<file path="config.mk">
export PLATFORM = sky130hd
export DESIGN_NAME = countdown_timer
export DESIGN_NICKNAME = d
export VERILOG_FILES = /design/src/rtl/countdown_timer.sv
export SDC_FILE = /design/constraint.sdc
export NUM_CORES = 1
export LEC_CHECK = 0
export CORE_AREA = 3 3 47 49
export CTS_CLUSTER_SIZE = 12
export DETAILED_ROUTE_END_ITERATION = 6
export DIE_AREA = 0 0 50 52
export DONT_BUFFER_PORTS = 1
export PLACE_DENSITY = 0.72
export REMOVE_ABC_BUFFERS = 1
export SYNTH_ARGS = -nofsm -noshare
export SYNTH_HDL_FRONTEND = slang
export SYNTH_SLANG_ARGS = --single-unit
</file>
<file path="constraint.sdc">
create_clock -name clk -period 2.8 [get_ports clk]
set_clock_uncertainty 0.2 [all_clocks]
set_input_delay 0.7 -clock clk [delete_from_list [all_inputs] [get_ports clk]]
set_output_delay 0.7 -clock clk [all_outputs]
set_load 0.01 [all_outputs]
</file>
<file path="src/rtl/countdown_timer.sv">
// Loadable down-counter with one-shot or auto-reload behaviour, a registered
// one-cycle terminal-count pulse and a sticky done flag.
module countdown_timer #(
  parameter int WIDTH = 8
) (
  input  logic             clk,
  input  logic             rst,
  input  logic             en,
  input  logic             load,
  input  logic [WIDTH-1:0] data_in,
  input  logic             reload_en,
  input  logic             out_en,
  output logic [WIDTH-1:0] data_out,
  output logic             tc,
  output logic             done
);

  localparam logic [WIDTH-1:0] ONE  = WIDTH'(1);
  localparam logic [WIDTH-1:0] ZERO = '0;

  logic [WIDTH-1:0] cnt;
  logic [WIDTH-1:0] rld;

  // Zero count either restarts from the reload value or parks at zero;
  // it never borrows through to all-ones.
  function automatic logic [WIDTH-1:0] next_count(
    input logic [WIDTH-1:0] cur,
    input logic [WIDTH-1:0] reload_val,
    input logic             auto_reload
  );
    if (cur != ZERO)
      return cur - ONE;
    else if (auto_reload)
      return reload_val;
    else
      return ZERO;
  endfunction

  always_ff @(posedge clk or posedge rst) begin
    if (rst) begin
      cnt  <= '0;
      rld  <= '0;
      tc   <= 1'b0;
      done <= 1'b0;
    end else if (load) begin
      cnt  <= data_in;
      rld  <= data_in;
      tc   <= 1'b0;
      done <= 1'b0;
    end else if (en) begin
      cnt <= next_count(cnt, rld, reload_en);
      // Only a genuine 1 -> 0 step terminates a count.
      tc  <= (cnt == ONE);
      if (cnt == ONE)
        done <= 1'b1;
    end else begin
      tc <= 1'b0;
    end
  end

  assign data_out = (out_en && !rst) ? cnt : ZERO;

endmodule

</file>
==> impl_metrics.tcl <==
set metrics [dict create \
    die_w_um 50 \
    finalCriticalPeriod_ns 2.145 \
    grt_pass1_wl_um 3525 \
    syn_inst 105 \
    synth_commonest_cells "18 x dfrtp_1, 10 x mux2_1, 8 x and2_1" \
    synth_edf_count 0 \
    drt-initial-drc-count 18 \
    worst_path_largest_cell_delay_ns 0.30 \
    holdCritPathClass "in2async" \
    cts_tree "yes" \
    status "completed" \
    row_count 16 \
    cts_buffer_depth 2 \
    antenna_cells 0 \
    syn_to_final_growth_pct 3.630 \
    setup_viol 0 \
    worstSetupPathType "in2out" \
    cts.sinks 18 \
    cts-htree-levels 1 \
    synth-async-reset-ratio 1.000 \
    post-route-drc-count 0 \
    grt_setup_unrepaired "no" \
    maxSlewViolCount 0 \
    root_buffer "clkbuf_4" \
    gr-total-overflow 0 \
    antenna_found_initial 0 \
    critPathCaptureType "primary output" \
    syn_area_um2 1069 \
    fillCellCount 164 \
    fin_ws_ns 0.6551 \
    vdd_drop_max_uv 301.1 \
    final_nets 122 \
    core_um2 1902 \
    setup_tns_ns 0 \
    final_util 0.5822 \
    start_kind "input port" \
    avgSynthCellArea_um2 10.18 \
    dp_hpwl_um 1573 \
    multiInputGateArea_um2 568.0 \
    place_congestion 0.8358 \
    clk_pin_slew_ns 0.11 \
    yosys_warnings 0 \
    ys.flop_type "dfrtp_1" \
    cp_slowest_cell "nor2b_1" \
    ys_ff_latch 18 \
    ant_nets 0 \
    path_max_fanout 8 \
    viasPerCell 6.000 \
    fmax_mhz 466.2 \
    grtUsageTotal 0.1776 \
    start_util 0.5618 \
    drt-pass1-iter-count 4 \
    insertion_delay_ns 0.29 \
    worst_pin_slew_ns 0.6630 \
    max_cap_viol_count 0 \
    synthTopCellsByArea "dfrtp_1 42%, mux2_1 11%, and2_1 4.7%" \
    drive_gt1_frac 0.08654 \
    required_ns 1.90 \
    yosys.cell_count.top_type "dfrtp_1" \
    slew_headroom 0.5575 \
    drt_wl_total_um 2087 \
    placement.io_buffers 0 \
    vias 786 \
    seq_area_um2 450.4 \
    grt_max_degree 22 \
    hold_viol 0 \
    power_leakage_uw 0.0004653 \
    crit_arrival_ns 1.24 \
    postCtsSetupBuffers 0 \
    die_y_um 52 \
    pre_cts_slack_ns 0.6305 \
    cts_buffers 3 \
    hold_buffers 0 \
    grt_pass1_vias 816 \
    synth_largest_area_cell "dfrtp_1" \
    cp_top_family "simple AND/OR/NAND/NOR gates" \
    io_pins 24 \
    yosysUniqueCellTypes 35 \
    power_density_nw_per_um2 529.8 \
    route.detailed.wl_per_inst_um 15.93 \
    worst-path-buf-inv 0 \
    post-route-period-util 0.7660 \
    cp_cell_sequence "nor2b_1 > and2_1" \
    synth_top_area_share 0.4215 \
    cts_resized 0 \
    seq_area_frac_synth 0.4215 \
    die_area_um2 2600 \
]
==> where the power goes <==
part | switching, uW | internal [uW] | total, uW
logic | 54.5 | 52.7 | 107
registers | 35.5 | 285 | 321
clock network | 79.4 | 79.1 | 158
total | 169 | 417 | 587
==> sequential cells by signal (all words and copies together) (netlist names) <==
name,count
cnt,8
tc,1
done,1
rld,8
==> routing by layer <==
layer,routed length (um),up-vias,track usage
li1,-,374,-
met1,883,375,0.2202
met5,0,-,0
met2,1040,35,0.2957
met4,18,0,0.09217
met3,145,2,0.02865
==> cell type report <==
type,count,share of cell area
clock buffer,4,0.03277
inverter,5,0.01695
multi-input combinational,77,0.5130
sequential,18,0.4068
tap,27,0.03051
==> path summary, 6_finish.rpt <==
path                       slack [ns]    from  cells past startpoint          end
max                              0.66  out_en                      2  data_out[3]
min                              0.18     rst                      1       cnt[7]
min in group clk                 0.29    load                      1       rld[0]
min reg2reg                      0.30  rld[1]                      1       rld[1]
max reg2reg                      0.82  cnt[2]                      4       cnt[1]
max in group asynchronous        1.79     rst                      1       rld[3]
==> cells in the final DEF, fill, tap and decap left out, drive strengths merged, types with 2 or more instances in the layout <==
cell / count
a21oi: 2
nand4: 2
mux2: 10
dfrtp: 18
xnor2: 2
nor2b: 2
ha: 3
a22oi: 6
clkbuf: 4
o211ai: 2
o31ai: 3
a311oi: 2
inv: 5
o21ai: 4
nand2: 6
nor2: 6
nand3: 2
a21boi: 2
nor3: 5
and2: 8
==> cell families (layout without fill, tap and decap cells) <==
group / after synthesis / after routing / share of synthesized area
buffers and inverters: 10 / 9 / 0.04684
and+or+nand+nor: 37 / 37 / 0.2037
xor gates and xnor gates: 3 / 3 / 0.02459
DFF: 18 / 18 / 0.4215
adders and majority gates: 3 / 3 / 0.03513
AOI/OAI and AO/OA: 24 / 24 / 0.1628
muxes: 10 / 10 / 0.1054
==> metrics by stage <==
stage          cell area, um^2  hold slack [ns]  total power, uW  cells
2_1_floorplan             1037           0.2577            407.4    100
3_3_place_gp              1071           0.2685            427.8    127
3_5_place_dp              1071           0.2787            433.6    127
4_1_cts                   1107           0.2179            591.1    131
5_1_grt                   1107           0.2184            626.4    131
6_report                  1107           0.1806            586.7    131
Note: power is estimated with default switching activity, not from simulation.
